[config.mk]
export PLATFORM = sky130hd
export DESIGN_NAME = sub_16b_serial
export DESIGN_NICKNAME = d
export VERILOG_FILES = /design/src/rtl/lab3_pkg.sv /design/src/rtl/sub_4b_slice.sv /design/src/rtl/sub_16b_serial.sv
export SDC_FILE = /design/constraint.sdc
export NUM_CORES = 1
export LEC_CHECK = 0
export BUFFER_PORTS_ARGS = -buffer_cell sky130_fd_sc_hd__buf_2
export CORE_ASPECT_RATIO = 0.75
export CORE_MARGIN = 8
export CORE_UTILIZATION = 55
export DETAILED_ROUTE_END_ITERATION = 10
export GPL_TIMING_DRIVEN = 0
export PLACE_DENSITY = 0.84
export SYNTH_ARGS = -nofsm -noshare
export SYNTH_HDL_FRONTEND = slang
export SYNTH_HIERARCHICAL = 1
export SYNTH_SLANG_ARGS = --single-unit
[constraint.sdc]
create_clock -name clk -period 3.82 [get_ports clk]
set_clock_uncertainty 0.1 [all_clocks]
set_input_delay 0.191 -clock clk [delete_from_list [all_inputs] [get_ports clk]]
set_output_delay 0.191 -clock clk [all_outputs]
set_load 0.1 [all_outputs]
[src/rtl/lab3_pkg.sv]
// lab3_pkg: declarations shared by the lab3 ALU datapath blocks.
// Used here by sub_16b_serial and sub_4b_slice.
//   state_t   : FSM encoding for the serial subtractor (IDLE, CALC, DONE)
//   SUB_WIDTH : operand/result width of the serial subtractor
//   SUB_NIB   : bits processed per cycle
//   SUB_STEPS : number of cycles needed to process one operand pair
`timescale 1ns/1ps
package lab3_pkg;

  typedef enum logic [1:0] {
    IDLE = 2'd0,
    CALC = 2'd1,
    DONE = 2'd2
  } state_t;

  localparam int SUB_WIDTH = 16;
  localparam int SUB_NIB   = 4;
  localparam int SUB_STEPS = SUB_WIDTH / SUB_NIB;

endpackage

[src/rtl/sub_4b_slice.sv]
// sub_4b_slice: combinational two's-complement subtract slice.
// Computes {cout, d} = a4 + ~b4 + cin. A chained subtract starts with cin=1,
// and cout=0 out of the top slice means the overall result borrowed.
// Ports:
//   a4   in  W  minuend nibble
//   b4   in  W  subtrahend nibble
//   cin  in  1  carry in (inverted borrow in)
//   d    out W  difference nibble
//   cout out 1  carry out (inverted borrow out)
`timescale 1ns/1ps
module sub_4b_slice
  import lab3_pkg::*;
#(
  parameter int W = SUB_NIB
) (
  input  logic [W-1:0] a4,
  input  logic [W-1:0] b4,
  input  logic         cin,
  output logic [W-1:0] d,
  output logic         cout
);

  logic [W:0] sum;

  // One extra bit on every term so the carry out lands in sum[W].
  assign sum  = {1'b0, a4} + {1'b0, ~b4} + {{W{1'b0}}, cin};
  assign d    = sum[W-1:0];
  assign cout = sum[W];

endmodule

[src/rtl/sub_16b_serial.sv]
// sub_16b_serial: sequential subtractor, diff = a - b.
// A single sub_4b_slice is reused for WIDTH/NIB cycles, one nibble per cycle,
// with the carry held in a register between cycles. Operands and results use
// a valid/ready handshake.
// Optional feature: define SUB_16B_SERIAL_SAT_EN to clamp diff to the signed
// extremes on signed overflow. When it is undefined, diff is the raw modular
// result and no clamp logic is built.
// Ports:
//   clk       in  1      rising-edge clock
//   rst       in  1      synchronous active-high reset
//   in_valid  in  1      operands valid
//   in_ready  out 1      ready for operands (IDLE only)
//   a         in  WIDTH  minuend
//   b         in  WIDTH  subtrahend
//   out_valid out 1      result valid (DONE only)
//   out_ready in  1      consumer accepts result
//   diff      out WIDTH  a - b (modular, or clamped with SAT_EN)
//   borrow    out 1      a < b unsigned
//   ovf       out 1      signed overflow of the raw result
//   zero      out 1      diff output equals zero
`timescale 1ns/1ps
module sub_16b_serial
  import lab3_pkg::*;
#(
  parameter int WIDTH = SUB_WIDTH,
  parameter int NIB   = SUB_NIB
) (
  input  logic             clk,
  input  logic             rst,
  input  logic             in_valid,
  output logic             in_ready,
  input  logic [WIDTH-1:0] a,
  input  logic [WIDTH-1:0] b,
  output logic             out_valid,
  input  logic             out_ready,
  output logic [WIDTH-1:0] diff,
  output logic             borrow,
  output logic             ovf,
  output logic             zero
);

  localparam int STEPS  = WIDTH / NIB;
  localparam int STEP_W = (STEPS > 1) ? $clog2(STEPS) : 1;
  localparam logic [STEP_W-1:0] LAST_STEP = STEP_W'(STEPS - 1);

  state_t             state;
  logic [STEP_W-1:0]  step;
  logic [WIDTH-1:0]   a_reg;
  logic [WIDTH-1:0]   b_reg;
  logic [WIDTH-1:0]   diff_raw;
  logic               carry;

  logic [NIB-1:0]     a_nib;
  logic [NIB-1:0]     b_nib;
  logic [NIB-1:0]     d_nib;
  logic               c_nib;
  logic [WIDTH-1:0]   raw_next;
  logic               raw_ovf;
  logic [WIDTH-1:0]   diff_next;

  // Nibble select from the latched operands, and the nibble insert into the
  // running result. raw_next already holds the complete result on the last
  // step, so the flags can be registered together with the final nibble.
  always_comb begin
    a_nib    = '0;
    b_nib    = '0;
    raw_next = diff_raw;
    for (int k = 0; k < STEPS; k++) begin
      if (step == STEP_W'(k)) begin
        a_nib                  = a_reg[k*NIB +: NIB];
        b_nib                  = b_reg[k*NIB +: NIB];
        raw_next[k*NIB +: NIB] = d_nib;
      end
    end
  end

  sub_4b_slice #(.W(NIB)) u_slice (
    .a4   (a_nib),
    .b4   (b_nib),
    .cin  (carry),
    .d    (d_nib),
    .cout (c_nib)
  );

  // Overflow: operands of opposite sign and a result whose sign differs from a.
  assign raw_ovf = (a_reg[WIDTH-1] != b_reg[WIDTH-1]) &&
                   (raw_next[WIDTH-1] != a_reg[WIDTH-1]);

`ifdef SUB_16B_SERIAL_SAT_EN
  // A negative a can only overflow downward, a non-negative a only upward.
  always_comb begin
    diff_next = raw_next;
    if (raw_ovf) begin
      diff_next = a_reg[WIDTH-1] ? {1'b1, {(WIDTH-1){1'b0}}}
                                 : {1'b0, {(WIDTH-1){1'b1}}};
    end
  end
`else
  assign diff_next = raw_next;
`endif

  // FSM, step counter, carry chain and registered outputs. The result
  // registers are written only on entry to DONE, so partial results never
  // reach the outputs, and they keep their value through IDLE.
  always_ff @(posedge clk) begin
    if (rst) begin
      state     <= IDLE;
      step      <= '0;
      a_reg     <= '0;
      b_reg     <= '0;
      diff_raw  <= '0;
      carry     <= 1'b1;
      in_ready  <= 1'b1;
      out_valid <= 1'b0;
      diff      <= '0;
      borrow    <= 1'b0;
      ovf       <= 1'b0;
      zero      <= 1'b0;
    end else begin
      case (state)
        IDLE: begin
          if (in_valid) begin
            a_reg    <= a;
            b_reg    <= b;
            step     <= '0;
            carry    <= 1'b1;
            in_ready <= 1'b0;
            state    <= CALC;
          end
        end
        CALC: begin
          diff_raw <= raw_next;
          carry    <= c_nib;
          step     <= step + 1'b1;
          if (step == LAST_STEP) begin
            state     <= DONE;
            out_valid <= 1'b1;
            diff      <= diff_next;
            borrow    <= ~c_nib;
            ovf       <= raw_ovf;
            zero      <= (diff_next == '0);
          end
        end
        DONE: begin
          if (out_ready) begin
            state     <= IDLE;
            out_valid <= 1'b0;
            in_ready  <= 1'b1;
          end
        end
        default: begin
          state     <= IDLE;
          out_valid <= 1'b0;
          in_ready  <= 1'b1;
        end
      endcase
    end
  end

endmodule
==> impl_metrics.py <==
metrics = {
    "global_route": {
        "grt-ovfl-total": 0,
        "groute.usage.overall_pct": 21.0,
        "antenna_found_initial": 0,
        "grt_pass1_wl_mm": 14.4,
        "first_global_vias": 3116,
        "pin_count_of_the_biggest_net_entering_global_routing": 12,
    },
    "setup_path": {
        "worstSetupStartpointType": "flop",
        "r2r_cells": 14,
        "rr_startpoint": "step[1]",
        "cpPeakStageDelay_ns": 0.40,
        "crit_path_end_kind": "flop",
        "critical_path.reg2reg.endpoint": "zero",
        "timing.critical_path.cells": "inv_1, ha_2, clkbuf_4, buf_6, a221oi_2, o31ai_1, inv_1, fa_2, inv_1, fa_2, xor2_4, or3b_1, a222oi_1, a31o_1",
        "cp_slowest_cell": "sky130_fd_sc_hd__dfxtp_1",
        "regToRegSetupSlack_ns": 0.19,
        "cp_max_fo": 10,
        "critPathArrivalTime_ns": 3.82,
        "required_ns": 4.01,
        "crit_top_cell": "sky130_fd_sc_hd__inv_1",
        "timing_worst_setup_path_type": "reg2reg",
    },
    "clock_network": {
        "postCtsSetupRepairBufs": 0,
        "clock-root-buffer": "sky130_fd_sc_hd__clkbuf_8",
        "clock_tree.buffer_depth": 2,
        "cts_tree": "built",
        "clock_latency_ns": 0.35,
        "cts_max_level": 3,
        "number_of_cts_inserted_buffers": 9,
        "path_clk_slew_ns": 0.07,
        "clock-sinks": 70,
    },
    "synth": {
        "synth-edff-count": 0,
        "average_size_of_a_mapped_cell_um2": 8.27,
        "synth_top_family_by_area": "simple AND/OR/NAND/NOR gates",
        "yosysUniqueCellTypes": 37,
        "synth_simple_gate_area_share_pct": 21.7,
        "syn-instance-count": 385,
        "synth_fp_nets": 431,
        "synth-seq-area-share_pct": 44.0,
        "synth_area_mm2": 0.00319,
        "yosys_warnings": 6,
        "ys_async_sr_fraction_pct": 0,
        "synth_fa_ha_area_share_pct": 4.40,
        "xor_and_xnor_fraction_of_the_mapped_netlist_area_pct": 0.550,
        "synth_compound_area_share_pct": 15.8,
        "yosys_register_bits": 70,
        "prevailing_post_synth_register_cell": "sky130_fd_sc_hd__dfxtp_1",
        "synth_mux_area_share_pct": 7.86,
    },
    "hold_path": {
        "min-delay-path-class": "in2reg",
        "startpoint_of_the_most_critical_hold_path": "b[3]",
        "hold-path-cell-count": 3,
        "end_of_the_worst_hold_path": "b_reg[3]",
    },
    "run_status": {
        "outcome": "finished, final reports clean",
    },
    "power": {
        "switching_power_uw": 511,
        "power.share.switching_pct": 28.4,
        "totalPowerFinal_uw": 1800,
        "power.static_leakage_uw": 0.00178,
        "p_comb_share_pct": 20.4,
        "power.clock.fraction_pct": 36.1,
        "intPower_uw": 1290,
        "peakVddDrop_v": 0.000226,
        "pwr-share-seq_pct": 43.5,
        "power_density_mw_per_mm2": 436,
    },
    "floorplanning": {
        "core_region_area_mm2": 0.00571,
        "fp-row-count": 24,
        "number_of_top_level_pins": 57,
        "die_height_um": 81.9,
        "die_area_mm2": 0.00851,
        "die_x_um": 104,
        "initial_utilization_pct": 55.8,
    },
    "drt": {
        "wl_per_cell_um": 15.9,
        "postRouteWirelength_mm": 8.96,
        "detailedRoute.firstPassIterationCount": 5,
        "drt-initial-drc-count": 211,
        "drc": 0,
        "vias_per_cell": 5.56,
        "ant_nets": 0,
        "via_count": 3136,
    },
    "run": {
        "maxCapViolations": 0,
    },
    "layout": {
        "share_of_post_route_cells_with_drive_strength_above_1_pct": 18.5,
        "layout_common_cells": "sky130_fd_sc_hd__nand2_1 (83), sky130_fd_sc_hd__dfxtp_1 (70), sky130_fd_sc_hd__buf_2 (62), sky130_fd_sc_hd__a21oi_1 (41), sky130_fd_sc_hd__nor2_1 (38)",
        "fin_util_pct": 72.5,
        "final_common_cell": "sky130_fd_sc_hd__nand2_1",
        "area_growth_syn_to_layout_pct": 29.8,
        "final_nets": 527,
        "number_of_antenna_diodes": 0,
        "post-route-cell-area_mm2": 0.00413,
    },
    "sta": {
        "post-route-min-period_ns": 3.63,
        "max-slew-margin-rel_pct": 58.3,
        "final-hold-violation-count": 0,
        "max_slew.worst_pin.slew_ns": 0.623,
        "setup_viol": 0,
        "max_clock_freq_mhz": 275,
        "worst_hold_slack_ns": 0.00791,
        "maxSlewViolCount": 0,
        "period_share_pct": 95.1,
    },
    "placement": {
        "place_hpwl_mm": 5.83,
        "buffer_ports.inserted": 56,
        "gp_congestion": 0.834,
        "postPlaceCellArea_mm2": 0.00356,
    },
}
[per-stage QoR]
stage	setup TNS, ns	setup slack [ns]	instances
after floorplan	0	0.570	385
after global placement	0	0.0892	519
after detailed placement	0	0.00808	519
after CTS	0	0.00639	566
after global routing	-0.0498	-0.0498	564
final	0	0.188	564
[power groups by stage]
stage,logic [µW],registers (µW),clock network (µW)
after floorplan,215,804,0
after global placement,303,797,0
after detailed placement,312,799,0
after CTS,339,783,656
after global routing,397,787,685
final,368,784,651
[synth_stat cells (2+ instances only)]
cell,n,area share [%]
sky130_fd_sc_hd__nand2_1,83,9.8
sky130_fd_sc_hd__dfxtp_1,70,44
sky130_fd_sc_hd__a21oi_1,41,6.4
sky130_fd_sc_hd__nor2_1,38,4.5
sky130_fd_sc_hd__mux2i_1,25,7.9
sky130_fd_sc_hd__clkbuf_1,22,2.6
sky130_fd_sc_hd__a211oi_1,13,3.1
sky130_fd_sc_hd__inv_1,12,1.4
sky130_fd_sc_hd__buf_2,9,1.4
sky130_fd_sc_hd__nor2b_1,9,1.8
sky130_fd_sc_hd__a221oi_1,8,2.2
sky130_fd_sc_hd__ha_1,8,3.1
sky130_fd_sc_hd__o31ai_1,8,1.9
sky130_fd_sc_hd__nand3b_1,6,1.4
sky130_fd_sc_hd__or3b_1,4,1.1
sky130_fd_sc_hd__a21o_1,2,0.47
sky130_fd_sc_hd__fa_1,2,1.3
sky130_fd_sc_hd__nand2b_1,2,0.39
sky130_fd_sc_hd__nand3_1,2,0.31
sky130_fd_sc_hd__nor3_1,2,0.31
sky130_fd_sc_hd__or4_1,2,0.47
sky130_fd_sc_hd__xor2_1,2,0.55
[critical path, delay by kind of cell (launching register included)]
kind,cells,cell delay [ns]
xor+xnor,1,0.24
buf+inv,5,0.64
fa+ha+maj,3,0.84
compound gates,4,0.96
flops,1,0.40
simple gates,1,0.40
[what timing repair did]
item                                   4_1_cts  5_1_grt
pin swaps                                    0        3
setup endpoints to repair                    1        7
resized for setup                            1       16
endpoints found under the hold margin       31        0
cloned                                       0        0
hold buffers                                31        0
[how the worst max path moves through the flow]
stage             from  endpoint  slack [ns]  cells past startpoint
6_report       step[1]      zero        0.19                     14
5_1_grt        step[1]      zero       -0.05                     14
4_1_cts        step[0]      zero       0.006                     13
3_5_place_dp   step[1]      zero       0.008                     14
3_3_place_gp   step[1]      zero        0.09                     15
2_1_floorplan  step[1]      zero        0.57                     14
[logic make-up (layout without fill, tap and decap cells)]
family,count (synthesis),count (layout)
buffers and inverters,45,146
and+or+nand+nor,154,154
muxes,25,25
xor gates and xnor gates,2,2
DFF,70,70
adders and majority gates,10,10
AOI/OAI and AO/OA,79,79
[per-layer routing]
metal,wire length [µm],global-route usage (%),vias to the layer above
met5,0,0,-
met4,229,9.06,0
met1,3910,24.7,1455
met3,745,7.45,25
li1,-,-,1502
met2,4070,34.8,154
[layout make-up]
class	instances	area, µm²
multi-input cells	270	1640
flip-flops and latches	70	1400
clock inverters	4	70.1
repair buffers	87	591
well taps	78	97.6
fillers	427	1570
plain buffers	31	141
clock buffers	12	145
inverters	12	45.0
Note: power is estimated with default switching activity, not from simulation.
